File: src/rtl/rv32i_types.sv
// Shared RV32I opcode set, decode constants and source-operand usage helpers.
package rv32i_types;

  typedef enum logic [6:0] {
    op_lui   = 7'b0110111,
    op_auipc = 7'b0010111,
    op_jal   = 7'b1101111,
    op_jalr  = 7'b1100111,
    op_br    = 7'b1100011,
    op_load  = 7'b0000011,
    op_store = 7'b0100011,
    op_imm   = 7'b0010011,
    op_reg   = 7'b0110011,
    op_csr   = 7'b1110011
  } rv32i_opcode;

  // addi x0,x0,0
  localparam logic [31:0] NOP_INSTR = 32'h0000_0013;

  function automatic logic uses_rs1(input logic [6:0] op);
    case (op)
      op_jalr, op_br, op_load, op_store, op_imm, op_reg: uses_rs1 = 1'b1;
      default:                                           uses_rs1 = 1'b0;
    endcase
  endfunction

  function automatic logic uses_rs2(input logic [6:0] op);
    case (op)
      op_br, op_store, op_reg: uses_rs2 = 1'b1;
      default:                 uses_rs2 = 1'b0;
    endcase
  endfunction

  function automatic logic is_legal(input logic [6:0] op);
    case (op)
      op_lui, op_auipc, op_jal, op_jalr, op_br,
      op_load, op_store, op_imm, op_reg, op_csr: is_legal = 1'b1;
      default:                                   is_legal = 1'b0;
    endcase
  endfunction

endpackage

File: src/rtl/ir_comb.sv
// Combinational RV32I field and immediate extraction from an instruction word.
module ir_comb (
  input  logic [31:0] ir_i,
  output logic [6:0]  opcode_o,
  output logic [2:0]  funct3_o,
  output logic [6:0]  funct7_o,
  output logic [4:0]  rs1_o,
  output logic [4:0]  rs2_o,
  output logic [4:0]  rd_o,
  output logic [31:0] i_imm_o,
  output logic [31:0] s_imm_o,
  output logic [31:0] b_imm_o,
  output logic [31:0] u_imm_o,
  output logic [31:0] j_imm_o
);

  assign opcode_o = ir_i[6:0];
  assign rd_o     = ir_i[11:7];
  assign funct3_o = ir_i[14:12];
  assign rs1_o    = ir_i[19:15];
  assign rs2_o    = ir_i[24:20];
  assign funct7_o = ir_i[31:25];

  assign i_imm_o = {{21{ir_i[31]}}, ir_i[30:20]};
  assign s_imm_o = {{21{ir_i[31]}}, ir_i[30:25], ir_i[11:7]};
  assign b_imm_o = {{20{ir_i[31]}}, ir_i[7], ir_i[30:25], ir_i[11:8], 1'b0};
  assign u_imm_o = {ir_i[31:12], 12'h000};
  assign j_imm_o = {{12{ir_i[31]}}, ir_i[19:12], ir_i[20], ir_i[30:21], 1'b0};

endmodule

File: src/rtl/id_stage_ctrl.sv
// Decode-stage control: IF/ID and ID/EX registers, load-use bubbles, flush and freeze.
module id_stage_ctrl
  import rv32i_types::*;
#(
  parameter int unsigned PERF_W = 16
) (
  input  logic              clk_i,
  input  logic              rst_i,
  input  logic              if_valid_i,
  input  logic [31:0]       if_instr_i,
  input  logic [31:0]       if_pc_i,
  output logic              if_ready_o,
  input  logic              mem_stall_i,
  input  logic              flush_i,
  output logic              dx_valid_o,
  output logic [31:0]       dx_pc_o,
  output logic [6:0]        dx_opcode_o,
  output logic [2:0]        dx_funct3_o,
  output logic [6:0]        dx_funct7_o,
  output logic [4:0]        dx_rs1_o,
  output logic [4:0]        dx_rs2_o,
  output logic [4:0]        dx_rd_o,
  output logic [31:0]       dx_imm_o,
  output logic              dx_illegal_o,
  output logic [PERF_W-1:0] perf_bubbles_o
);

  logic        fd_valid_q, fd_valid_d;
  logic [31:0] fd_instr_q, fd_instr_d;
  logic [31:0] fd_pc_q, fd_pc_d;

  logic        dx_valid_q, dx_valid_d;
  logic [31:0] dx_pc_q, dx_pc_d, dx_imm_q, dx_imm_d;
  logic [6:0]  dx_opcode_q, dx_opcode_d, dx_funct7_q, dx_funct7_d;
  logic [2:0]  dx_funct3_q, dx_funct3_d;
  logic [4:0]  dx_rs1_q, dx_rs1_d, dx_rs2_q, dx_rs2_d, dx_rd_q, dx_rd_d;
  logic        dx_illegal_q, dx_illegal_d;
  logic [PERF_W-1:0] perf_q, perf_d;

  logic [6:0]  opcode, funct7;
  logic [2:0]  funct3;
  logic [4:0]  rs1, rs2, rd;
  logic [31:0] i_imm, s_imm, b_imm, u_imm, j_imm, imm;
  logic        hazard;

  ir_comb u_ir_comb (
    .ir_i     (fd_instr_q),
    .opcode_o (opcode),
    .funct3_o (funct3),
    .funct7_o (funct7),
    .rs1_o    (rs1),
    .rs2_o    (rs2),
    .rd_o     (rd),
    .i_imm_o  (i_imm),
    .s_imm_o  (s_imm),
    .b_imm_o  (b_imm),
    .u_imm_o  (u_imm),
    .j_imm_o  (j_imm)
  );

  always_comb begin
    case (opcode)
      op_jalr, op_load, op_imm: imm = i_imm;
      op_store:                 imm = s_imm;
      op_br:                    imm = b_imm;
      op_lui, op_auipc:         imm = u_imm;
      op_jal:                   imm = j_imm;
      default:                  imm = 32'h0;
    endcase
  end

  // x0 never carries a real dependency, so rd==0 loads are excluded.
  assign hazard = fd_valid_q && dx_valid_q && (dx_opcode_q == op_load) && (dx_rd_q != 5'd0) &&
                  ((uses_rs1(opcode) && (rs1 == dx_rd_q)) ||
                   (uses_rs2(opcode) && (rs2 == dx_rd_q)));

  assign if_ready_o = !mem_stall_i && !hazard;

  always_comb begin
    fd_valid_d   = fd_valid_q;
    fd_instr_d   = fd_instr_q;
    fd_pc_d      = fd_pc_q;
    dx_valid_d   = dx_valid_q;
    dx_pc_d      = dx_pc_q;
    dx_opcode_d  = dx_opcode_q;
    dx_funct3_d  = dx_funct3_q;
    dx_funct7_d  = dx_funct7_q;
    dx_rs1_d     = dx_rs1_q;
    dx_rs2_d     = dx_rs2_q;
    dx_rd_d      = dx_rd_q;
    dx_imm_d     = dx_imm_q;
    dx_illegal_d = dx_illegal_q;
    perf_d       = perf_q;
    if (mem_stall_i) begin
      // Freeze everything; EX keeps flush asserted until the stall clears.
    end else if (flush_i) begin
      fd_valid_d = 1'b0;
      fd_instr_d = NOP_INSTR;
      dx_valid_d = 1'b0;
    end else if (hazard) begin
      dx_valid_d = 1'b0;
      if (perf_q != {PERF_W{1'b1}}) perf_d = perf_q + PERF_W'(1);
    end else begin
      fd_valid_d   = if_valid_i;
      fd_instr_d   = if_instr_i;
      fd_pc_d      = if_pc_i;
      dx_valid_d   = fd_valid_q;
      dx_pc_d      = fd_pc_q;
      dx_opcode_d  = opcode;
      dx_funct3_d  = funct3;
      dx_funct7_d  = funct7;
      dx_rs1_d     = rs1;
      dx_rs2_d     = rs2;
      dx_rd_d      = rd;
      dx_imm_d     = imm;
      dx_illegal_d = !is_legal(opcode);
    end
  end

  always_ff @(posedge clk_i) begin
    if (rst_i) begin
      fd_valid_q   <= 1'b0;
      fd_instr_q   <= NOP_INSTR;
      fd_pc_q      <= 32'h0;
      dx_valid_q   <= 1'b0;
      dx_pc_q      <= 32'h0;
      dx_opcode_q  <= 7'h0;
      dx_funct3_q  <= 3'h0;
      dx_funct7_q  <= 7'h0;
      dx_rs1_q     <= 5'h0;
      dx_rs2_q     <= 5'h0;
      dx_rd_q      <= 5'h0;
      dx_imm_q     <= 32'h0;
      dx_illegal_q <= 1'b0;
      perf_q       <= '0;
    end else begin
      fd_valid_q   <= fd_valid_d;
      fd_instr_q   <= fd_instr_d;
      fd_pc_q      <= fd_pc_d;
      dx_valid_q   <= dx_valid_d;
      dx_pc_q      <= dx_pc_d;
      dx_opcode_q  <= dx_opcode_d;
      dx_funct3_q  <= dx_funct3_d;
      dx_funct7_q  <= dx_funct7_d;
      dx_rs1_q     <= dx_rs1_d;
      dx_rs2_q     <= dx_rs2_d;
      dx_rd_q      <= dx_rd_d;
      dx_imm_q     <= dx_imm_d;
      dx_illegal_q <= dx_illegal_d;
      perf_q       <= perf_d;
    end
  end

  assign dx_valid_o     = dx_valid_q;
  assign dx_pc_o        = dx_pc_q;
  assign dx_opcode_o    = dx_opcode_q;
  assign dx_funct3_o    = dx_funct3_q;
  assign dx_funct7_o    = dx_funct7_q;
  assign dx_rs1_o       = dx_rs1_q;
  assign dx_rs2_o       = dx_rs2_q;
  assign dx_rd_o        = dx_rd_q;
  assign dx_imm_o       = dx_imm_q;
  assign dx_illegal_o   = dx_illegal_q;
  assign perf_bubbles_o = perf_q;

endmodule

File: config.mk
export PLATFORM = sky130hd
export DESIGN_NAME = id_stage_ctrl
export DESIGN_NICKNAME = d
export VERILOG_FILES = /design/src/rtl/rv32i_types.sv /design/src/rtl/ir_comb.sv /design/src/rtl/id_stage_ctrl.sv
export SDC_FILE = /design/constraint.sdc
export NUM_CORES = 1
export LEC_CHECK = 0
export CAP_MARGIN = 20
export CORE_MARGIN = 2
export CORE_UTILIZATION = 49
export DETAILED_ROUTE_END_ITERATION = 8
export HOLD_SLACK_MARGIN = 0.1
export PLACE_DENSITY = 0.8
export SYNTH_ARGS = -nofsm -noshare
export SYNTH_HDL_FRONTEND = slang
export SYNTH_SLANG_ARGS = --single-unit
File: constraint.sdc
create_clock -name clk_i -period 2.5 [get_ports clk_i]
set_clock_uncertainty 0.15 [all_clocks]
set_input_delay 0.5 -clock clk_i [delete_from_list [all_inputs] [get_ports clk_i]]
set_output_delay 0.5 -clock clk_i [all_outputs]
set_load 0.05 [all_outputs]
==> summary.txt, run 1 <==
Synth
  – Main synth FF type: dfxtp_1
  – Yosys warns: 0
  – Share of synthesized registers carrying an async set or reset: 0
  – Syn Inst Count: 898
  – Yosys reg bits: 179
  – Synthesized cell area: 7400 µm²
  – Syn Area/Cell: 8.24 µm²
  – Number of flops mapped to enable cells by yosys: 0
  – Yosys cell types: 48
  – Post-synthesis sequential area ratio: 0.484
  – Syn_nets: 968

Worst hold path
  – Worst hold path type: input pin to flop
  – Hold path depth: 2

Clock network
  – Number of buffers created by CTS: 17
  – CTS tree: yes
  – Cts hold-fix bufs: 0
  – CTS Root Cell: clkbuf_16
  – CTS Buffer Depth: 2
  – Reg clk slew, reported paths: 70 ps
  – Skew-Pair Late Insertion Delay: 430 ps
  – Clock Sinks: 179
  – Htree depth: 4

Outcome
  – Failing checks: setup timing
  – Status: finished with violations

Routing
  – First-pass DRT Iterations: 5
  – Remaining DRCs: 0
  – Post-route antenna net violation count: 0
  – DR iter-0 viols: 805
  – WL final: 23.9 mm
  – DR WL/cell: 19.0 µm
  – Vias: 7835
  – Via density: 6.23

Worst setup path
  – CP arrival: 2030 ps
  – Req. time, crit path: 1850 ps
  – Instance count on the critical path: 6
  – CP Cell Sequence: or4_4 > o211ai_2 > buf_4 > a21oi_4 > nor2_4 > buf_12
  – Delay-heaviest family, CP: simple AND/OR/NAND/NOR gates
  – Setup crit start kind: flop
  – Flop2flop setup slack: -10 ps
  – Register-to-Register Path Depth: 8
  – Slowest CP cell: or4_4
  – Critical path's largest stage delay: 560 ps
  – Critical Path Sink Type: output port
  – WP buf/inv: 2
  – Crit Path Category: flop to output port
  – Crit path max fanout: 4

Place
  – Dpl cells: 1213
  – Port Buf Inserts: 183
  – Final weighted congestion in routability-driven placement: 0.854
  – DP Wirelength: 14.1 mm

Floorplanning
  – Rows: 44
  – Std-Cell Core Area: 14600 µm²
  – Initial Util: 0.505
  – Die X: 127 µm
  – Ports: 184
  – Die height: 127 µm
  – Die area: 16100 µm²

Timing
  – Peak Freq: 373 MHz
  – PnR worst setup slack: -184 ps
  – Slew HR: 0.623
  – Min Hold Slack: 294 ps
  – Final Max Slew Viols: 0
  – Final Hold Fails: 0
  – Slew @ Worst Pin: 566 ps
  – Min Tclk post-route: 2680 ps
  – Crit share post-route: 1.07
  – Setup violations, final: 5
  – RSZ-0062 raised after global routing: yes

Final layout
  – Nets: 1133
  – Layout cells sized above 1: 0.124
  – Finished Layout Cells: 1257
  – Fill cell count: 1111
  – P&R area growth vs syn: 41.6%
  – Antenna cells: 0

Global routing
  – Vias in the first global route: 6812
  – Initial antenna violation count: 0
  – First-pass GRT wire length: 35.3 mm
  – Tot GR Track Use: 0.271
  – Largest net degree at the start of global routing: 71
  – Overflow after GRT: 0

Job
  – # Max-Cap Violations: 0

Power
  – Peak supply drop: 537 µV
  – Leakage: 0.00354 µW
  – Pwr/cell area: 634 nW/µm²
[through the flow]
step | TNS, ps | setup WS, ps | power (µW) | utilization | area (µm²)
2_1_floorplan | 0 | 0.251 | 3480 | - | 7450
3_3_place_gp | -9220 | -170 | 3790 | 0.651 | 9540
3_5_place_dp | -9880 | -244 | 3800 | 0.651 | 9540
4_1_cts | -134 | -134 | 6630 | 0.699 | 10200
5_1_grt | -516 | -226 | 6820 | 0.715 | 10500
6_report | -208 | -184 | 6650 | 0.715 | 10500
[power breakdown]
part / switching (µW) / total, µW / internal (µW)
clock: 1100 / 2870 / 1770
combinational: 458 / 767 / 308
sequential: 71.0 / 3010 / 2940
[cells in the final DEF (no fill, tap or decap), types with 4 or more instances in the layout]
cell,netlist,layout
bufinv_16,0,4
o31ai_1,12,12
nand4_1,7,7
clkbuf_16,0,19
nor2_1,14,12
nand2_1,21,21
a21oi_1,185,183
buf_12,0,6
buf_4,0,46
xor2_1,8,6
inv_1,7,7
a22oi_1,4,4
dfxtp_1,179,161
dfxtp_2,0,16
clkbuf_8,0,4
or4_1,14,12
clkdlybuf4s50_1,0,180
buf_6,2,4
o21ai_0,136,136
nor3_1,5,4
a211oi_1,27,25
nand3_1,135,133
[cell usage after synthesis, drive strengths merged, types with 5 or more instances]
library cell,instances,share of area
a211oi,27,0.027
dfxtp,179,0.48
o31ai,12,0.012
or4,14,0.014
o21ai,136,0.092
a21oi,186,0.13
inv,7,0.0036
nand3,135,0.091
nand2,21,0.011
clkbuf,63,0.032
buf,34,0.023
nand4,7,0.0059
nor3,5,0.0034
xor2,8,0.0095
nor2,14,0.0071
[metal layers]
metal,vias to the layer above,wire length (µm),track usage,share of wire
met5,-,0,0,0
met4,0,831,0.109,0.035
met3,62,2020,0.0607,0.085
met2,412,11000,0.413,0.46
met1,3745,10000,0.375,0.42
li1,3616,-,-,-
[state kept, by name, indices dropped and copies added (netlist names)]
signal and cells:
dx_rd_o 5, dx_opcode_o 7, dx_valid_o 1, dx_illegal_o 1
fd_instr_q 32, dx_funct3_o 3, dx_rs1_o 5, perf_bubbles_o 16
dx_imm_o 32, dx_rs2_o 5, dx_funct7_o 7, fd_pc_q 32
fd_valid_q 1, dx_pc_o 32
[logic make-up (layout without fill, tap and decap cells)]
group                    count (synthesis)  in the layout  share of synthesized area
AO/OA/AOI/OAI                          383            384                      0.285
XOR/XNOR                                10             10                     0.0118
adder cells (fa/ha/maj)                  1              1                    0.00169
buffers and inverters                  104            278                     0.0583
flip-flops                             179            179                      0.484
multiplexers                             1              1                    0.00152
AND/OR/NAND/NOR                        220            220                      0.158
[path summary, 6_finish.rpt]
kind / startpoint / to
setup / recovery: dx_rd_o[1] / if_ready_o
hold / removal: rst_i / perf_bubbles_o[11]
setup reg to reg: dx_rd_o[0] / perf_bubbles_o[7]
hold reg to reg: fd_pc_q[8] / dx_pc_o[8]
[worst register-to-register path, cell delays in order (launching register included)]
cell     delay [ps]
dfxtp_4         370
xor2_2          180
nor4_4          360
nand3_2         170
buf_6           150
a21o_4          220
buf_6           160
or4_1           510
a21oi_1         150
[cell type report]
type | instances | area, µm² | share of cell area
Multi-Input combinational cell | 616 | 3530 | 0.337
Clock buffer | 22 | 484 | 0.0462
Tap cell | 184 | 230 | 0.0220
Timing Repair Buffer | 242 | 2440 | 0.233
Sequential cell | 179 | 3610 | 0.345
Inverter | 7 | 26.3 | 0.00251
Clock inverter | 7 | 146 | 0.0140
[what timing repair did]
item / CTS / global route
setup buffers: 6 / 5
endpoints found under the setup margin: 1 / 137
gates resized for setup: 5 / 23
pin swaps: 4 / 4
cloned: 0 / 4
Note: power is estimated with default switching activity, not from simulation.
==> run 2, diff against run 1 <==
Clock period 2.5 ns to 2.9 ns, I/O delays scaled along.
==> summary.txt, run 2 (same netlist as run 1, synthesis figures left out) <==
Final layout
  – Nets: 1107 (-2.3%)
  – Antenna cells: 0 (unchanged)
  – Most common cell after layout, fill and taps aside: a21oi_1
  – Finished Layout Cells: 1234 (-1.8%)
  – Commonest cells after routing, fill and taps aside: a21oi_1 (185), clkdlybuf4s50_1 (181), dfxtp_1 (177)
  – Layout cells sized above 1: 0.0752 (-0.0487)
  – P&R area growth vs syn: 35.9%

Floorplanning
  – Rows: 44 (unchanged)
  – Ports: 184 (unchanged)
  – Die X: 127 µm (unchanged)
  – Std-Cell Core Area: 14600 µm² (unchanged)
  – Die height: 127 µm (unchanged)
  – Die area: 16100 µm² (unchanged)
  – Initial Util: 0.505 (unchanged)

Timing
  – Peak Freq: 359 MHz
  – RSZ-0062 raised after global routing: no
  – Min Tclk post-route: 2790 ps
  – Slew HR: 0.366 (-0.256)
  – Final setup TNS: 0 ps (+208 ps)
  – Min Hold Slack: 304 ps (+10.5 ps)
  – Setup violations, final: 0 (-5)
  – Slew @ Worst Pin: 951 ps (+385 ps)
  – Final Hold Fails: 0 (unchanged)
  – Final Max Slew Viols: 0 (unchanged)
  – Crit share post-route: 0.962

Worst setup path
  – Critical Path Sink Type: output port
  – Crit path max fanout: 9 (+5)
  – WP buf/inv: 1 (-1)
  – Delay-heaviest family, CP: compound AO/OA/AOI/OAI gates
  – Register-to-Register Path Depth: 7 (-1)
  – Req. time, crit path: 2170 ps (+320 ps)
  – Flop2flop setup slack: 240 ps (+250 ps)
  – CP arrival: 2060 ps (+30 ps)
  – Slowest CP cell: dfxtp_2
  – CP Cell Sequence: nand2b_2 > a2111oi_4 > o211ai_2 > a21oi_4 > nor2_2 > buf_12
  – Instance count on the critical path: 6 (unchanged)
  – Crit Path Category: flop to output port
  – Setup crit start kind: flop
  – Critical path's largest stage delay: 420 ps (-140 ps)

Clock network
  – Number of buffers created by CTS: 17 (unchanged)
  – Htree depth: 4 (unchanged)
  – Clock Sinks: 179 (unchanged)
  – Reg clk slew, reported paths: 60 ps (about the same)
  – CTS tree: yes
  – CTS Buffer Depth: 2 (unchanged)
  – CTS Root Cell: clkbuf_16
  – Skew-Pair Late Insertion Delay: 440 ps (about the same)

Place
  – Port Buf Inserts: 183 (unchanged)
  – Final weighted congestion in routability-driven placement: 0.909 (+6.4%)
  – Dpl cells: 1200 (-1.1%)
  – DP Wirelength: 13.7 mm (-2.8%)

Routing
  – Remaining DRCs: 0 (unchanged)
  – Vias: 7400 (-5.6%)
  – DR iter-0 viols: 678 (-16%)
  – DR WL/cell: 17.4 µm (-8.3%)
  – First-pass DRT Iterations: 5 (unchanged)
  – WL final: 21.5 mm (-10%)
  – Post-route antenna net violation count: 0 (unchanged)
  – Via density: 6.00 (-3.8%)

Power
  – Peak supply drop: 448 µV (-17%)
  – Pwr/cell area: 557 nW/µm² (-12%)
  – Leakage: 0.00334 µW (-5.8%)

Global routing
  – Initial antenna violation count: 0 (unchanged)
  – Largest net degree at the start of global routing: 108 (+52%)
  – Vias in the first global route: 6722 (-1.3%)
  – First-pass GRT wire length: 34.4 mm (-2.5%)
  – Tot GR Track Use: 0.261 (-0.0102)
  – Overflow after GRT: 0 (unchanged)

Job
  – # Max-Cap Violations: 0 (unchanged)

Outcome
  – Status: completed

Worst hold path
  – Hold path depth: 2 (unchanged)
  – Worst hold path type: flop to flop
[run 2: final timing paths]
kind                                          end      startpoint
worst min-delay path                  dx_pc_o[17]     fd_pc_q[17]
worst max-delay path                   if_ready_o   fd_instr_q[5]
worst min register to register        dx_pc_o[17]     fd_pc_q[17]
worst max register to register  perf_bubbles_o[4]  fd_instr_q[23]
[run 2: power breakdown]
part	internal, µW	switching (µW)	total (µW)
Clock	1440	948	2390
Sequential	2540	61.9	2600
Combinational	247	369	616
Total	4220	1380	5600
[run 2: per-stage QoR]
step	power (µW)	area (µm²)	setup WS [ps]	utilization
floorplan	3000	7400	37.8	-
global placement	3250	9420	78.3	0.644
detailed placement	3260	9420	12.7	0.644
CTS	5610	10000	79.4	0.686
global route	5770	10100	5.22	0.687
finish	5600	10100	111	0.687
[run 2: timing repair]
item,CTS,global route
gates resized for setup,1,1
pin swaps,0,2
endpoints found under the setup margin,1,1
setup buffers,0,2
hold buffers,0,0
[run 2: cell type report]
| cell class | instances | area (µm²) |
|---|---|---|
| inverters | 7 | 26.3 |
| clock buffers | 23 | 488 |
| multi-input cells | 615 | 3410 |
| well taps | 184 | 230 |
| repair buffers | 217 | 2190 |
| flip-flops and latches | 179 | 3590 |
| fillers | 1181 | 4590 |
| clock inverters | 9 | 126 |
[run 2: worst reg2reg max path: cells and delay by family (launching register included)]
kind | cells | cell delay [ps]
simple gates | 3 | 1150
compound gates | 2 | 550
flops | 1 | 370
buf+inv | 1 | 190
xor+xnor | 1 | 180
[run 2: routing by layer]
metal,vias to the layer above,share of wire,global-route usage
met4,0,0.017,0.0905
met5,-,0,0
met3,24,0.072,0.0519
met1,3494,0.45,0.362
met2,317,0.46,0.408
li1,3565,-,-
